### src/rtl/soc_arb_pkg.sv
// Shared types, default sizes and width helpers for the round-robin memory port arbiter.
package soc_arb_pkg;

    // Default configuration of the arbiter slice.
    localparam int NR_PORTS_DEF        = 3;
    localparam int DATA_WIDTH_DEF      = 64;
    localparam int MAX_OUTSTANDING_DEF = 4;
    localparam int ADDR_WIDTH          = 64;
    localparam int SIZE_WIDTH          = 2;

    // Width of a port index; never narrower than one bit.
    function automatic int id_width(input int nr_ports);
        return (nr_ports > 1) ? $clog2(nr_ports) : 1;
    endfunction

    // Width of a FIFO read/write pointer for a power-of-two depth.
    function automatic int ptr_width(input int depth);
        return (depth > 1) ? $clog2(depth) : 1;
    endfunction

    // Width of an occupancy counter that must be able to hold the full depth.
    function automatic int cnt_width(input int depth);
        return $clog2(depth) + 1;
    endfunction

    // Port index as tracked by the in-flight ID FIFO (default configuration).
    typedef logic [id_width(NR_PORTS_DEF)-1:0] port_id_t;

    // One requester's transaction fields (default configuration).
    typedef struct packed {
        logic [ADDR_WIDTH-1:0]       address;
        logic [DATA_WIDTH_DEF-1:0]   wdata;
        logic [DATA_WIDTH_DEF/8-1:0] be;
        logic [SIZE_WIDTH-1:0]       size;
        logic                        we;
    } mem_req_t;

endpackage

### src/rtl/arb_id_fifo.sv
// Synchronous FIFO of granted port indices. The head entry is visible
// combinationally so a response can be routed in the cycle it arrives.
module arb_id_fifo
    import soc_arb_pkg::*;
#(
    parameter int WIDTH = 2,
    parameter int DEPTH = 4,
    localparam int PW   = ptr_width(DEPTH),
    localparam int CW   = cnt_width(DEPTH)
) (
    input  logic             clk_i,
    input  logic             rst_i,
    input  logic             push_i,
    input  logic [WIDTH-1:0] push_data_i,
    input  logic             pop_i,
    output logic [WIDTH-1:0] head_o,
    output logic             full_o,
    output logic             empty_o,
    output logic [CW-1:0]    count_o
);

    logic [WIDTH-1:0] mem_q [DEPTH];
    logic [WIDTH-1:0] mem_d [DEPTH];
    logic [PW-1:0]    wr_ptr_q, wr_ptr_d;
    logic [PW-1:0]    rd_ptr_q, rd_ptr_d;
    logic [CW-1:0]    count_q, count_d;
    logic             do_push;
    logic             do_pop;

    assign full_o  = (count_q == CW'(DEPTH));
    assign empty_o = (count_q == '0);
    assign count_o = count_q;
    assign head_o  = mem_q[rd_ptr_q];

    // Next-state: guarded push/pop, pointer wrap by power-of-two overflow, occupancy.
    always_comb begin
        do_push  = push_i & ~full_o;
        do_pop   = pop_i & ~empty_o;
        mem_d    = mem_q;
        wr_ptr_d = wr_ptr_q;
        rd_ptr_d = rd_ptr_q;
        count_d  = count_q;
        if (do_push) begin
            mem_d[wr_ptr_q] = push_data_i;
            wr_ptr_d        = wr_ptr_q + PW'(1);
        end
        if (do_pop) begin
            rd_ptr_d = rd_ptr_q + PW'(1);
        end
        case ({do_push, do_pop})
            2'b10:   count_d = count_q + CW'(1);
            2'b01:   count_d = count_q - CW'(1);
            default: count_d = count_q;
        endcase
    end

    // Control state: pointers and occupancy, cleared by reset.
    always_ff @(posedge clk_i) begin
        if (rst_i) begin
            wr_ptr_q <= '0;
            rd_ptr_q <= '0;
            count_q  <= '0;
        end else begin
            wr_ptr_q <= wr_ptr_d;
            rd_ptr_q <= rd_ptr_d;
            count_q  <= count_d;
        end
    end

    // Storage array: contents are only meaningful below the occupancy, so no reset.
    always_ff @(posedge clk_i) begin
        mem_q <= mem_d;
    end

endmodule

### src/rtl/rr_mem_port_arbiter.sv
// Round-robin arbiter sharing one pipelined memory port between NR_PORTS
// requesters. Up to MAX_OUTSTANDING accepted transactions may be in flight;
// their port indices are queued so in-order responses return to the issuer.
module rr_mem_port_arbiter
    import soc_arb_pkg::*;
#(
    parameter int NR_PORTS        = NR_PORTS_DEF,
    parameter int DATA_WIDTH      = DATA_WIDTH_DEF,
    parameter int MAX_OUTSTANDING = MAX_OUTSTANDING_DEF,
    localparam int IDW            = id_width(NR_PORTS),
    localparam int BEW            = DATA_WIDTH / 8,
    localparam int CW             = cnt_width(MAX_OUTSTANDING)
) (
    input  logic                           clk_i,
    input  logic                           rst_i,
    // core side
    input  logic [NR_PORTS-1:0]            data_req_i,
    input  logic [NR_PORTS*ADDR_WIDTH-1:0] address_i,
    input  logic [NR_PORTS*DATA_WIDTH-1:0] data_wdata_i,
    input  logic [NR_PORTS-1:0]            data_we_i,
    input  logic [NR_PORTS*BEW-1:0]        data_be_i,
    input  logic [NR_PORTS*SIZE_WIDTH-1:0] data_size_i,
    output logic [NR_PORTS-1:0]            data_gnt_o,
    output logic [NR_PORTS-1:0]            data_rvalid_o,
    output logic [NR_PORTS*DATA_WIDTH-1:0] data_rdata_o,
    // memory side
    output logic                           data_req_o,
    output logic [ADDR_WIDTH-1:0]          address_o,
    output logic [DATA_WIDTH-1:0]          data_wdata_o,
    output logic                           data_we_o,
    output logic [BEW-1:0]                 data_be_o,
    output logic [SIZE_WIDTH-1:0]          data_size_o,
    output logic [IDW-1:0]                 id_o,
    input  logic                           data_gnt_i,
    input  logic                           data_rvalid_i,
    input  logic [DATA_WIDTH-1:0]          data_rdata_i,
    // status
    output logic [CW-1:0]                  outstanding_o,
    output logic                           err_o
);

    logic [IDW-1:0] rr_ptr_q, rr_ptr_d;
    logic           err_q, err_d;
    logic [IDW-1:0] winner;
    logic           any_req;
    logic           accept;
    logic           pop;
    logic [IDW-1:0] head_id;
    logic           fifo_full;
    logic           fifo_empty;

    // Priority search starting at the round-robin pointer, wrapping past the last port.
    always_comb begin
        int j;
        j       = 0;
        winner  = '0;
        any_req = 1'b0;
        for (int i = 0; i < NR_PORTS; i++) begin
            j = int'(rr_ptr_q) + i;
            if (j >= NR_PORTS) begin
                j = j - NR_PORTS;
            end
            if (!any_req && data_req_i[j]) begin
                any_req = 1'b1;
                winner  = IDW'(j);
            end
        end
    end

    // A full ID FIFO blocks new requests, even if a response frees a slot this cycle.
    assign data_req_o = any_req & ~fifo_full;
    assign accept     = data_req_o & data_gnt_i;
    assign pop        = data_rvalid_i & ~fifo_empty;
    assign id_o       = winner;

    // Request mux: forward the winner's fields (port 0 when nobody requests).
    always_comb begin
        int w;
        w            = int'(winner);
        address_o    = address_i[w*ADDR_WIDTH +: ADDR_WIDTH];
        data_wdata_o = data_wdata_i[w*DATA_WIDTH +: DATA_WIDTH];
        data_we_o    = data_we_i[w];
        data_be_o    = data_be_i[w*BEW +: BEW];
        data_size_o  = data_size_i[w*SIZE_WIDTH +: SIZE_WIDTH];
    end

    // Zero-cycle grant back to the winning port only.
    always_comb begin
        data_gnt_o         = '0;
        data_gnt_o[winner] = accept;
    end

    // Response demux: route data to the oldest in-flight port, zero elsewhere.
    always_comb begin
        int h;
        h             = int'(head_id);
        data_rvalid_o = '0;
        data_rdata_o  = '0;
        if (pop) begin
            data_rvalid_o[h]                     = 1'b1;
            data_rdata_o[h*DATA_WIDTH +: DATA_WIDTH] = data_rdata_i;
        end
    end

    // Pointer moves past the accepted port; a stray response latches the error flag.
    always_comb begin
        rr_ptr_d = rr_ptr_q;
        if (accept) begin
            if (int'(winner) == NR_PORTS - 1) begin
                rr_ptr_d = '0;
            end else begin
                rr_ptr_d = winner + IDW'(1);
            end
        end
        err_d = err_q | (data_rvalid_i & fifo_empty);
    end

    // Arbiter control registers.
    always_ff @(posedge clk_i) begin
        if (rst_i) begin
            rr_ptr_q <= '0;
            err_q    <= 1'b0;
        end else begin
            rr_ptr_q <= rr_ptr_d;
            err_q    <= err_d;
        end
    end

    assign err_o = err_q;

    arb_id_fifo #(
        .WIDTH (IDW),
        .DEPTH (MAX_OUTSTANDING)
    ) u_id_fifo (
        .clk_i       (clk_i),
        .rst_i       (rst_i),
        .push_i      (accept),
        .push_data_i (winner),
        .pop_i       (pop),
        .head_o      (head_id),
        .full_o      (fifo_full),
        .empty_o     (fifo_empty),
        .count_o     (outstanding_o)
    );

endmodule

### config.mk
export PLATFORM = sky130hd
export DESIGN_NAME = rr_mem_port_arbiter
export DESIGN_NICKNAME = d
export VERILOG_FILES = /design/src/rtl/soc_arb_pkg.sv /design/src/rtl/arb_id_fifo.sv /design/src/rtl/rr_mem_port_arbiter.sv
export SDC_FILE = /design/constraint.sdc
export NUM_CORES = 1
export LEC_CHECK = 0
export CORE_AREA = 3 3 319 321
export DETAILED_ROUTE_END_ITERATION = 8
export DIE_AREA = 0 0 322 324
export HOLD_SLACK_MARGIN = 0.08
export PLACE_DENSITY_LB_ADDON = 0.15
export SLEW_MARGIN = 20
export SYNTH_ARGS = -nofsm -noshare
export SYNTH_HDL_FRONTEND = slang
export SYNTH_SLANG_ARGS = --single-unit
### constraint.sdc
create_clock -name clk_i -period 3.71 [get_ports clk_i]
set_input_delay 0.371 -clock clk_i [delete_from_list [all_inputs] [get_ports clk_i]]
set_output_delay 0.371 -clock clk_i [all_outputs]
set_load 0.01 [all_outputs]
== Word level (Yosys, flattened, before mapping) ==
Cells that the tools add are included.
Cells by class
  reduce and logical (&&, ||, !) cells: 9
  order comparisons: 14
  add/sub/neg operators: 11
  mux-type cells: 34
  equal/unequal tests: 4
  bitwise gates (word level): 13
  shifts and indexed selects: 6
Operator list (count)
  variable part select 192 x 9 -> 64 bit: 2
  AND 192 bit: 1
  two-way mux 192 bit: 1
  variable shift 64 x 33 -> 192 bit, first input constant: 1
  variable part select 64 x 33 -> 192 bit: 1
  less-than comparator 32 x 4 -> 1 bit, second input constant: 3
  two-way mux 32 bit: 3
  negation 8 -> 33 bit: 1
  variable part select 24 x 6 -> 8 bit: 1
  two-way mux 2 bit: 7
  two-way mux 1 bit: 12
  less-than comparator 2 x 3 -> 1 bit, second input constant: 3
  binary-select mux 1 bit (select 2 bit): 4
  bitwise mux 8 bit: 1
  subtractor 3 x 2 -> 4 bit, second input constant: 2
  adder 2 x 1 -> 2 bit, second input constant: 3
  AND 1 bit: 6
  greater-or-equal comparator 3 x 2 -> 1 bit, second input constant: 2
  greater-or-equal comparator 3 bit, second input constant: 2
  NOT 2 -> 3 bit: 2
  case mux 3 bit (2 select lines): 1
  variable part select 6 x 4 -> 2 bit: 1
  logical AND 1 bit: 5
  binary-select mux 2 bit (select 2 bit): 1
  other kinds (20): 25
Storage, ports and cells
  word-level logic and storage cells: 100
  output and inout port bits: 344
  flip-flop bits (word level): 18
  bits of input ports: 488

== Depth between registers and ports, before layout ==
  depth in word-level cells: 17
  mapped depth: 12
  gate-level depth less buffers: 12

== Cells and area by module ==
A second synthesis with hierarchy kept.
Second synthesis, totals
  cells, all modules: 1464
  area total of the unflattened synthesis: 8504.4 sq um
By module, submodules not included
  rr_mem_port_arbiter: area an instance 7786.2 sq um, sequential area each 60.1 sq um, cells an instance 1404, instances 1
  arb_id_fifo: area an instance 718.2 sq um, sequential area each 380.4 sq um, cells an instance 60, instances 1

== Worst setup path after synthesis ==
No wires, ideal clock.
  path type: register to register
  start point: register rr_ptr_q[0]
  end point: register u_id_fifo.count_q[2] (netlist: u_id_fifo.count_o[2])
  setup slack: 0.846 ns
  arrival time: 2.794 ns
  data required time: 3.639 ns
  library setup time: 0.071 ns
  clock period less this slack: 2.864 ns
  buffers on the path: 0
  cell stages (with the launch flop): 13
  cells stage by stage: dfxtp_1 inv_1 ha_1 mux2i_1 o22ai_2 o311a_1 inv_1 ha_1 inv_1 fa_1 xor2_1 or3_1 a21oi_1
Between the ends
  longest elaborated chain between the ends: 17
  elaborated cells on any way between the ends: 34
  those cells by class: add/sub (5); order compare (3); eq/ne (2); mux (16); bitwise (3); reduce/logical (5)
Ends and longest elaborated chain
  start, declared: RTL line rr_mem_port_arbiter.sv:42  | logic [IDW-1:0] rr_ptr_q, rr_ptr_d;
  start signal, assigned: RTL line rr_mem_port_arbiter.sv:124  | rr_ptr_q <= rr_ptr_d;
  parallel branches: the longest is 11 deep, another holds subtractor 3 x 2 -> 4 bit
  two-way mux 1 bit (*): RTL line rr_mem_port_arbiter.sv:63  | if (!any_req && data_req_i[j]) begin
  AND 1 bit (*): RTL line rr_mem_port_arbiter.sv:71  | assign data_req_o = any_req & ~fifo_full;
  AND 1 bit (*): RTL line rr_mem_port_arbiter.sv:72  | assign accept = data_req_o & data_gnt_i;
  AND 1 bit (*): RTL line arb_id_fifo.sv:37  | do_push = push_i & ~full_o;
  == test 2 x 1 -> 1 bit or == test 2 bit (tied branches): RTL line arb_id_fifo.sv:50  | case ({do_push, do_pop})
  case mux 3 bit (2 select lines) or nonzero test 2 bit (tied branches)
  end signal, assigned: RTL line arb_id_fifo.sv:66  | count_q <= count_d;
  end, declared: RTL line arb_id_fifo.sv:26  | logic [CW-1:0] count_q, count_d;
Every way passes the cells marked *. The select of a mux whose other input is x is not followed.
A chain may end at the register's enable or synchronous reset.

== Final worst setup path ==
  start point: register rr_ptr_q[0]
  end point: output data_wdata_o[63]
Between the ends
  longest elaborated chain between the ends: 13
  elaborated cells on any way between the ends: 30
  those cells by class: add/sub (5); order compare (3); shift (1); mux (17); reduce/logical (4)
Ends and longest elaborated chain
  parallel branches: the longest is 11 deep, another holds subtractor 3 x 2 -> 4 bit
  two-way mux 2 bit (*): RTL line rr_mem_port_arbiter.sv:63
  variable part select 192 x 9 -> 64 bit (*): RTL line rr_mem_port_arbiter.sv:81  | data_wdata_o = data_wdata_i[w*DATA_WIDTH +: DATA_WIDTH];
  end, declared: RTL line rr_mem_port_arbiter.sv:29  | output logic [DATA_WIDTH-1:0] data_wdata_o,
Marked as above.

==> results.txt <==
Clock transition at path regs -> 0.05 ns
Critical Path RT -> 3.34 ns
Power Internal -> 0.004626 W
Post-DRT Antenna Nets -> 0
global-route wire length before repair -> 65.90 mm
Reg2Reg Setup Slack -> 0.58 ns
met2 usage -> 19.17%
skew final -> 0.002145 ns
final period utilization -> 97.24%
initial antenna violation count -> 4
die area -> 104300 um2
total global routing track utilization -> 8.791%
TritonCTS clock tree -> built
drt wl/cell -> 18.79 um
number of CTS-inserted buffers -> 3
Sequential Power Share -> 3.9%
Die X -> 322 um
hold slack -> 0.4747 ns
unrepaired setup endpoints after global routing -> true
RR Endpoint -> u_id_fifo.count_o[2]
met3 Resource Use GR -> 2.558%
main flop type after synthesis -> dfxtp_1
Layout Nets -> 1953
final wirelength -> 51.66 mm
worst hold-check path type -> reg -> reg
DRC -> 0
Post-Synthesis Cells -> 646
die height -> 324 um
Yosys warning count -> 0
power share of the clock group -> 2.6%
Core Area -> 99570 um2
drt initial violations -> 204
Sink Count -> 18
final HPWL from detailed placement -> 44.13 mm
startpoint types -> flop
Pins Over Slew Limit -> 0
CP max stage delay -> 0.51 ns
global route hottest layer -> met2
H-tree Lvls -> 1
Mapped Area -> 4956 um2
CP max stage cell -> clkdlybuf4s50_1
Worst Path Arrival -> 3.24 ns
Comb power frac -> 93.5%
Final GP Congestion -> 0.7952
pwr dens -> 552.9 nW/um2
fraction of registers with async set/reset -> 0%
vias in the first global route -> 8585
FF-to-FF path depth -> 13
max cap viols -> 0
DR vias/cell -> 3.022
num ports -> 832
sequential area share after synthesis -> 8.887%
DR pass1 iterations -> 5
CP startpoint -> rr_ptr_q[0]
PortBufs -> 831
Final Hold Viols -> 0
Syn-to-layout area delta -> 208.6%
LEAKAGE -> 5.486 nW
layout cells sized above 1 -> 4.621%
Psw -> 0.003831 W
worst vdd ir -> 0.0002664 V
Setup Crit Path Kind -> reg -> out
Clock Latency Late Sink -> 0.25 ns
Post-Syn Nets -> 1148
DP Cell Count -> 2735
Crit Path Max Fanout -> 39
r2r startpoint -> rr_ptr_q[1]
Clock Tree Root -> clkbuf_16
Slew headroom -> 68.80%
most used cell, CP -> buf_12
GR Overflow Total -> 0
final setup violation count -> 0
worst-path cell chain -> inv_1 -> ha_1 -> nand2b_1 -> a21boi_4 -> nor4_4 -> buf_4 -> or2_4 -> buf_12 -> buf_12 -> a221o_1 -> clkdlybuf4s50_1
Post-synth EDFFs -> 8
row cnt -> 116
fmax -> 277.2 MHz
Net Sw Frac -> 45.30%
Synth cell types -> 39
Synth Area per Inst -> 7.672 um2
CP endpoint kind -> output pin
global-route track usage on met1 -> 8.020%
Synth Register Bits -> 18
Least-Margin Pin Slew -> 0.4665 ns
vias -> 8307
initial core utilization -> 4.978%
last element of the critical path -> data_wdata_o[63]
status -> completed
final cell count without fillers -> 2749
largest net degree at the start of global routing -> 133
Max clock buf depth -> 2
Final min period -> 3.608 ns
## cell usage after synthesis, drive strengths merged, types with 2 or more instances
master | n | share of area (%)
a21oi | 6 | 0.61
buf | 29 | 3.9
or3 | 2 | 0.25
mux4 | 2 | 0.91
nor3 | 4 | 0.50
clkbuf | 38 | 2.9
nor4b | 2 | 0.78
inv | 12 | 0.91
mux2i | 3 | 0.61
edfxtp | 8 | 4.8
xnor2 | 2 | 0.35
nand2 | 4 | 0.30
nand2b | 3 | 0.38
xor2 | 3 | 0.53
ha | 13 | 3.3
a221o | 139 | 28
and2 | 340 | 43
o21ai | 3 | 0.30
dfxtp | 10 | 4.0
nor2 | 7 | 0.53
## cells in the final DEF, fill, tap and decap left out, types with 2 or more instances in the layout
master / Yosys / routed
dfxtp_1: 10 / 10
buf_4: 0 / 23
or3_1: 2 / 2
buf_12: 0 / 23
inv_1: 12 / 11
mux2i_1: 3 / 2
nor2_1: 7 / 7
dlymetal6s2s_1: 0 / 10
a21oi_1: 6 / 6
o21ai_0: 3 / 3
nor4b_4: 1 / 2
clkdlybuf4s50_1: 0 / 805
nand2_1: 4 / 4
dlygate4sd2_1: 0 / 2
xnor2_1: 2 / 2
nor3_1: 3 / 3
and2_1: 340 / 340
xor2_1: 3 / 3
mux4_2: 2 / 2
edfxtp_1: 8 / 8
nand2b_1: 3 / 3
a221o_1: 139 / 139
ha_1: 13 / 12
clkbuf_16: 0 / 5
## metal layers
metal | up-vias | wire length (um) | part of all wire [%]
met1 | 3868 | 16540 | 32
met3 | 18 | 4220 | 8.2
met2 | 450 | 30490 | 59
li1 | 3965 | - | -
met4 | 6 | 371 | 0.72
met5 | - | 37 | 0.072
## cells by family (layout without fill, tap and decap cells)
group / count (synthesis) / count (layout) / synth area share (%)
buf+inv: 79 / 883 / 7.725
fa+ha+maj: 14 / 14 / 3.686
flops: 18 / 18 / 8.887
mux: 5 / 5 / 1.515
xor+xnor: 5 / 5 / 0.8838
compound gates: 156 / 156 / 30.55
simple gates: 369 / 369 / 46.76
other cells: 0 / 1 / 0
## repair_timing
item | in CTS | in global routing
gates resized for setup | 5 | 14
pin swaps | 2 | 1
setup buffers | 6 | 1
hold buffers | 0 | 0
setup endpoints to repair | 111 | 185
cloned | 0 | 2
## power groups by stage
stage	Clock (W)	Sequential (W)	Combinational (W)
after floorplan	0	0.000332	0.00327
after global placement	0	0.000336	0.00803
after detailed placement	0	0.000337	0.00796
after CTS	0.000224	0.000334	0.00814
after global routing	0.000232	0.000344	0.00848
final	0.000217	0.000332	0.00791
## cell type report
cell class              instances  area [um2]
repair buffers                867        8922
well taps                    1298        1624
flip-flops and latches         18       440.4
clock inverters                 1       3.754
clock buffers                   3       75.07
multi-input cells             549        4183
fillers                     11262       84270
diodes                          1       2.502
inverters                      12       45.04
## flip-flops by register name, summed over array words and instances (netlist names)
signal / flops
u_id_fifo.rd_ptr_q: 2
u_id_fifo.wr_ptr_q: 2
err_o: 1
rr_ptr_q: 2
u_id_fifo.count_o: 3
u_id_fifo.mem_q: 8
## critical path, delay by kind of cell (launching register included)
kind                     cells  cell delay [ns]
AO/OA/AOI/OAI                2             0.63
adder cells (fa/ha/maj)      1             0.36
buffers and inverters        5             1.04
flip-flops                   1             0.33
AND/OR/NAND/NOR              3             0.58
## worst min path at each step
stage | from | endpoint | slack (ns) | depth (start not counted)
6_report | err_o | err_o | 0.47 | 2
5_1_grt | err_o | err_o | 0.53 | 2
4_1_cts | err_o | err_o | 0.48 | 2
3_5_place_dp | err_o | err_o | 0.47 | 2
3_3_place_gp | err_o | err_o | 0.45 | 2
2_1_floorplan | u_id_fifo.wr_ptr_q[1] | u_id_fifo.wr_ptr_q[1] | 0.47 | 2
## through the flow
| step | power [W] | TNS (ns) | util [%] | area, um2 | setup slack (ns) |
|---|---|---|---|---|---|
| global placement | 0.008369 | -0.005485 | 15.08 | 15020 | -0.005485 |
| CTS | 0.008702 | -0.01019 | 15.26 | 15190 | -0.003828 |
| finish | 0.008457 | 0 | 15.36 | 15300 | 0.1024 |
| detailed placement | 0.008296 | 0 | 15.08 | 15020 | 0.003049 |
| global route | 0.009060 | -0.09708 | 15.36 | 15300 | -0.04028 |
| floorplan | 0.003599 | 0 | - | 4956 | 0.8456 |
Note: power is estimated with default switching activity, not from simulation.
